## config.mk

```make
export PLATFORM = sky130hd
export DESIGN_NAME = led_message_scroller
export DESIGN_NICKNAME = d
export VERILOG_FILES = /design/src/rtl/led_message_scroller_pkg.sv /design/src/rtl/led_message_scroller_decoder.sv /design/src/rtl/led_message_scroller.sv
export SDC_FILE = /design/constraint.sdc
export NUM_CORES = 1
export LEC_CHECK = 0
export ABC_AREA = 1
export CAP_MARGIN = 0
export CORE_ASPECT_RATIO = 1.25
export CORE_MARGIN = 3
export CORE_UTILIZATION = 48
export DETAILED_ROUTE_END_ITERATION = 10
export GPL_TIMING_DRIVEN = 0
export HOLD_SLACK_MARGIN = 0.12
export PLACE_DENSITY = 0.75
export RECOVER_POWER = 100
export SETUP_SLACK_MARGIN = 0.02
export SLEW_MARGIN = 40
export SYNTH_ARGS = -nofsm -noshare
export SYNTH_HDL_FRONTEND = slang
export SYNTH_SLANG_ARGS = --single-unit
export TNS_END_PERCENT = 10
```

## constraint.sdc

```tcl
create_clock -name clk -period 2.95 [get_ports clk]
set_input_delay 0.295 -clock clk [delete_from_list [all_inputs] [get_ports clk]]
set_output_delay 0.295 -clock clk [all_outputs]
set_load 0.01 [all_outputs]
```

## src/rtl/led_message_scroller_pkg.sv

```systemverilog
// Shared definitions for the LED message scroller.
//   - Character codes that have a fixed meaning (dash, blank).
//   - Message length and number of display digits.
//   - FSM state encoding.
//   - window_index(): which message entry a given digit shows.
package led_message_scroller_pkg;

  localparam int DIGITS  = 4;   // physical seven-segment digits
  localparam int MSG_LEN = 16;  // characters held in the message register

  localparam logic [3:0] CH_DASH  = 4'd10;
  localparam logic [3:0] CH_BLANK = 4'd11;

  typedef enum logic [1:0] {
    ST_IDLE = 2'd0,
    ST_RUN  = 2'd1,
    ST_HOLD = 2'd2
  } state_t;

  // Digit k shows message entry (ptr + DIGITS-1 - k) mod 16, so the leftmost
  // digit (k = DIGITS-1) shows the entry at ptr. 4-bit arithmetic wraps for us.
  function automatic logic [3:0] window_index(input logic [3:0] ptr,
                                              input logic [1:0] digit);
    return ptr + (4'(DIGITS - 1) - {2'b00, digit});
  endfunction

endpackage

```

## src/rtl/led_message_scroller_decoder.sv

```systemverilog
// LEDDecoder: 4-bit character code to seven-segment pattern.
// Ports:
//   char_in  [3:0]  character code (0-9 digits, 10 dash, 11 blank, 12-15 'F')
//   seg_out  [6:0]  segments {A,B,C,D,E,F,G}, active-high
// Purely combinational; the scroller registers its output.
module LEDDecoder
  import led_message_scroller_pkg::*;
(
  input  logic [3:0] char_in,
  output logic [6:0] seg_out
);

  always_comb begin
    case (char_in)
      4'd0:     seg_out = 7'b1111110;
      4'd1:     seg_out = 7'b0110000;
      4'd2:     seg_out = 7'b1101101;
      4'd3:     seg_out = 7'b1111001;
      4'd4:     seg_out = 7'b0110011;
      4'd5:     seg_out = 7'b1011011;
      4'd6:     seg_out = 7'b1011111;
      4'd7:     seg_out = 7'b1110000;
      4'd8:     seg_out = 7'b1111111;
      4'd9:     seg_out = 7'b1111011;
      CH_DASH:  seg_out = 7'b0000001;
      CH_BLANK: seg_out = 7'b0000000;
      default:  seg_out = 7'b1000111;  // codes 12-15 all render as 'F'
    endcase
  end

endmodule

```

## src/rtl/led_message_scroller.sv

```systemverilog
// led_message_scroller: scrolls a 16-character message across a 4-digit,
// time-multiplexed seven-segment display.
//
// Parameters:
//   REFRESH_DIV  clk cycles each digit is lit before moving on (>= 2)
//   SCROLL_DIV   clk cycles per scroll step while running (>= 2)
// Ports:
//   clk          system clock, rising edge
//   reset        synchronous, active-high reset
//   load         pulse: capture msg_in, rewind ptr, clear scroll counter
//   msg_in[63:0] char i = msg_in[4i+3:4i]
//   start        pulse: begin/resume scrolling (restart from 0 when holding)
//   stop         pulse: freeze scrolling (wins over start)
//   an[3:0]      digit enables, active-low, an[3] = leftmost
//   seg[6:0]     segments {A..G}, active-high
//   busy         high while scrolling (RUN)
//   wrap         one-cycle pulse when a scroll step returns ptr to 0
//
// Build option MSG_LOOP_EN:
//   defined   - scrolling loops forever, ptr wraps 15->0 and pulses wrap.
//   undefined - the step that brings ptr to 12 parks the FSM in HOLD
//               (last four characters on screen); wrap never pulses.
module led_message_scroller
  import led_message_scroller_pkg::*;
#(
  parameter int REFRESH_DIV = 50000,
  parameter int SCROLL_DIV  = 25000000
) (
  input  logic        clk,
  input  logic        reset,
  input  logic        load,
  input  logic [63:0] msg_in,
  input  logic        start,
  input  logic        stop,
  output logic [3:0]  an,
  output logic [6:0]  seg,
  output logic        busy,
  output logic        wrap
);

  localparam int RW = (REFRESH_DIV > 1) ? $clog2(REFRESH_DIV) : 1;
  localparam int SW = (SCROLL_DIV > 1) ? $clog2(SCROLL_DIV) : 1;

`ifndef MSG_LOOP_EN
  // Window position at which the last character sits in the rightmost digit.
  localparam logic [3:0] HOLD_PTR = 4'(MSG_LEN - DIGITS);
`endif

  state_t                     state_q, state_d;
  logic [3:0]                 ptr_q, ptr_d;
  logic [SW-1:0]              scnt_q, scnt_d;
  logic [RW-1:0]              rcnt_q, rcnt_d;
  logic [1:0]                 digit_q, digit_d;
  logic [MSG_LEN-1:0][3:0]    msg_q, msg_d;
  logic [3:0]                 an_q, an_d;
  logic [6:0]                 seg_q, seg_d;
  logic                       busy_q, busy_d;
  logic                       wrap_q, wrap_d;

  logic                       step;
  logic [3:0]                 char_sel;

  // ---------------------------------------------------------------------
  // Display scan: one shared decoder, fed with whichever character the
  // currently selected digit should show.
  // ---------------------------------------------------------------------
  assign char_sel = msg_q[window_index(ptr_q, digit_q)];

  LEDDecoder u_decoder (
    .char_in (char_sel),
    .seg_out (seg_d)
  );

  for (genvar gi = 0; gi < DIGITS; gi++) begin : g_an
    assign an_d[gi] = (digit_q != 2'(gi));
  end

  // ---------------------------------------------------------------------
  // Next-state logic
  // ---------------------------------------------------------------------
  always_comb begin
    state_d = state_q;
    ptr_d   = ptr_q;
    scnt_d  = scnt_q;
    msg_d   = msg_q;
    wrap_d  = 1'b0;
    step    = 1'b0;

    // Refresh scan runs regardless of FSM state.
    if (rcnt_q == RW'(REFRESH_DIV - 1)) begin
      rcnt_d  = '0;
      digit_d = digit_q + 2'd1;
    end else begin
      rcnt_d  = rcnt_q + 1'b1;
      digit_d = digit_q;
    end

    // Load outranks scrolling; a stop arriving in RUN freezes the counter
    // on that very cycle so a later start resumes from the same phase.
    if (load) begin
      msg_d  = msg_in;
      ptr_d  = '0;
      scnt_d = '0;
    end else if (state_q == ST_RUN && !stop) begin
      if (scnt_q == SW'(SCROLL_DIV - 1)) begin
        scnt_d = '0;
        ptr_d  = ptr_q + 4'd1;
        step   = 1'b1;
      end else begin
        scnt_d = scnt_q + 1'b1;
      end
    end

`ifdef MSG_LOOP_EN
    wrap_d = step && (ptr_q == 4'hF);
`else
    if (step && ptr_d == HOLD_PTR) begin
      state_d = ST_HOLD;
    end
`endif

    // Command handling; stop always beats start.
    case (state_q)
      ST_IDLE: begin
        if (start && !stop) begin
          state_d = ST_RUN;
        end
      end
      ST_RUN: begin
        if (stop) begin
          state_d = ST_IDLE;
        end
      end
      ST_HOLD: begin
        if (stop) begin
          state_d = ST_IDLE;
        end else if (start) begin
          state_d = ST_RUN;
          ptr_d   = '0;
          scnt_d  = '0;
        end
      end
      default: state_d = ST_IDLE;
    endcase

    busy_d = (state_d == ST_RUN);
  end

  // ---------------------------------------------------------------------
  // State registers
  // ---------------------------------------------------------------------
  always_ff @(posedge clk) begin
    if (reset) begin
      state_q <= ST_IDLE;
      ptr_q   <= '0;
      scnt_q  <= '0;
      rcnt_q  <= '0;
      digit_q <= '0;
      msg_q   <= {MSG_LEN{CH_BLANK}};
      an_q    <= 4'b1111;
      seg_q   <= 7'b0000000;
      busy_q  <= 1'b0;
      wrap_q  <= 1'b0;
    end else begin
      state_q <= state_d;
      ptr_q   <= ptr_d;
      scnt_q  <= scnt_d;
      rcnt_q  <= rcnt_d;
      digit_q <= digit_d;
      msg_q   <= msg_d;
      an_q    <= an_d;
      seg_q   <= seg_d;
      busy_q  <= busy_d;
      wrap_q  <= wrap_d;
    end
  end

  assign an   = an_q;
  assign seg  = seg_q;
  assign busy = busy_q;
  assign wrap = wrap_q;

endmodule

```

==> results.md <==
- Status: complete, no violations
- CTS tree: yes
- EDFF count, synth: 0
- RSZ-0062 raised after global routing: yes
- Clk buf depth: 2
- Ys Warns: 0
- Average wire per standard cell: 13.8 um
- Crit path largest cell delay: 620 ps
- Fin. max-slew vios: 0
- Vias/cell: 5.15
- Tmin final: 2870 ps
- Synth top area share: 42.0%
- Io pins: 82
- Combinational family with the most area after synthesis: simple AND/OR/NAND/NOR gates
- Hold WC Path Type: primary input to flip-flop
- H-tree Lvls: 4
- DP HPWL: 11,100 um
- CP max stage cell: fa_2
- Setup violators final: 0
- Gpl congestion: 0.867
- TritonRoute pass-1 iters: 5
- Via count of the first global-routing pass: 5,676
- Compound-gate portion of the synthesized area: 9.89%
- Final-layout fill cell count: 1,060
- P&R area growth vs syn: 29.3%
- Top cells by area, synth: dfxtp_1 (42%), nand2_1 (14%), nand3_1 (7.6%)
- Mapped Cells: 854
- Worst hold slack: 304 ps
- Critical path fanouts, max: 7
- Period utilization: 97.2%
- Register area share after synthesis: 42.0%
- Fraction of synthesized area in multiplexers: 0.168%
- Clock-pin slew on the worst setup and hold paths: 50 ps
- First-pass GRT wire length: 25,500 um
- Setup Crit Path Kind: flip-flop to flip-flop
- Clk_lat worst skew: 420 ps
- Total vias in the final route: 5,815
- XOR/XNOR share of the synthesized area: 1.41%
- Antenna-violating nets left: 0
- Hold_buf cts: 0
- Slew headroom: 57.0%
- CP required: 3230 ps
- PortBufs: 78
- Worst setup SP type: flip-flop
- GRT overflow: 0
- CTS root buf: clkbuf_16
- Overall power: 4.37 mW
- Leakage: 3.16 nW
- Setup ws final: 83.7 ps
- Share of cells above drive strength 1: 9.61%
- Drt first-iter violations: 318
- Synthesis-stage register bit count: 125
- Ys flop type: dfxtp_1
- Post-synthesis simple-gate area fraction: 35.7%
- Buf/Inv on CP: 4
- Total core area: 0.0119 mm2
- Power Dens Cells: 567 mW/mm2
- Setup WS pre-CTS: -233 ps
- Horiz. Die Dim: 106 um
- Distinct cells, synth: 40
- Total CTS buffers: 17
- Most used cell, CP: nand2_1
- Crit path DAT: 3140 ps
- Full die area: 0.0138 mm2
- GRT Total Usage: 22.9%
- Post-synthesis adder-cell area fraction: 3.49%
- Number of max-cap violations: 0
- Site Rows: 44
- Worst-margin pin slew: 640 ps
- Leading area contributor after synthesis: dfxtp_1
- Antenna cells: 0
- Largest net degree at the start of global routing: 20
- Worst Setup End Kind: flip-flop
- Post-Syn Nets: 939
- Worst Skew: 11.7 ps
- Final Hold Violating Endpoints: 0
- Multi-input combinational cell area: 0.00308 mm2
- Sequential Area: 0.00251 mm2
- Maximum VDD drop: 0.299 mV
- Post-synth ARST share: 0%
- Delay-heaviest family, CP: adder cells
- Fmax: 349 MHz
- Avg Inst Size Synth: 6.97 um2
- Clk sinks: 125
- CP cell instances: inv_4 -> ha_4 -> inv_2 -> fa_2 -> clkinvlp_4 -> a32o_1 -> o211ai_1 -> nand2_2 -> buf_6 -> ha_1 -> nand3_2 -> nand2_1 -> nand2_1 -> a21oi_1
- Drc violations: 0
- Die extent in y: 131 um
- Final wirelength: 15,600 um
- Initial antenna violation count: 1
- Synthesized cell area: 0.00596 mm2
- Initial Util: 50.1%
- Final nets: 1,042
-- synthesized netlist by cell type, types with 5 or more instances --
library cell  number
a21oi_1           39
buf_2              9
clkbuf_1          24
dfxtp_1          125
ha_1              15
inv_1             63
inv_2             12
nand2_1          224
nand3_1           90
nand3_2            7
nand4_1            9
nor2_1           114
nor3_1            18
nor3b_1            6
nor4_1             5
o211ai_1           8
o21ai_0           40
-- sequential cells by signal (all words and copies together), names as in the netlist --
signal,count
state_q,2
ptr_q,4
scnt_q,25
rcnt_q,16
msg_q,64
digit_q,2
seg,7
busy,1
an,4
-- per-stage QoR --
step	setup TNS [ps]	area, um2	cells	util, %
after floorplan	0	5960	854	-
after global placement	-1140	6940	1093	58.3
after detailed placement	-1070	6940	1093	58.3
after CTS	0	7600	1124	63.9
after global routing	-358	7700	1129	64.8
final	0	7700	1129	64.8
-- layout make-up --
| cell class | count | area share [%] |
|---|---|---|
| multi-input cells | 617 | 40.0 |
| plain buffers | 35 | 1.98 |
| inverters | 75 | 3.74 |
| well taps | 161 | 2.62 |
| clock buffers | 23 | 6.34 |
| repair buffers | 86 | 11.0 |
| flip-flops and latches | 125 | 32.6 |
| clock inverters | 7 | 1.75 |
-- routing by layer --
metal / GRT usage [%] / wire (um) / vias to the layer above
met5: 0 / 13 / -
met4: 11.4 / 480 / 2
met3: 6.58 / 994 / 42
met2: 39.8 / 7710 / 168
met1: 25.7 / 6430 / 2616
li1: - / - / 2987
-- report_power, final --
part / switching [mW] / internal (mW)
sequential: 0.0364 / 1.76
clock: 0.718 / 1.49
combinational: 0.186 / 0.175
-- path summary, 6_finish.rpt --
path | start | end | slack (ps) | depth (start not counted)
max | digit_q[0] | seg[1] | 80 | 14
min | reset | state_q[1] | 300 | 2
max reg2reg | digit_q[0] | seg[1] | 80 | 14
min reg2reg | rcnt_q[0] | rcnt_q[0] | 440 | 1
-- cell families after synthesis --
| logic type | count (synthesis) |
|---|---|
| simple gates | 487 |
| flops | 125 |
| buf+inv | 112 |
| compound gates | 105 |
| fa+ha+maj | 16 |
| xor+xnor | 7 |
| other cells | 1 |
| mux | 1 |
-- layout by cell type, fill, tap and decap left out, types with 3 or more instances in the layout --
master	instances
dlygate4sd3_1	12
nand2_1	219
clkinv_2	3
nand4_1	9
nor4_1	5
nand2_2	8
clkbuf_8	4
clkbuf_16	17
buf_2	4
ha_1	13
o21ai_0	43
nor2_1	115
buf_4	8
a31oi_1	3
clkdlybuf4s50_1	66
a21oi_2	5
inv_1	59
bufinv_16	4
nor3b_1	6
inv_2	13
clkbuf_1	29
o211ai_1	8
nand3_2	8
dfxtp_1	123
xor2_1	4
nor3_1	19
a21oi_1	35
nand3_1	89
-- repair_timing --
item / in CTS / in global routing
setup buffers: 3 / 5
resized for setup: 6 / 26
setup endpoints to repair: 7 / 7
pin swaps: 0 / 15
(Power assumes the default switching activity.)
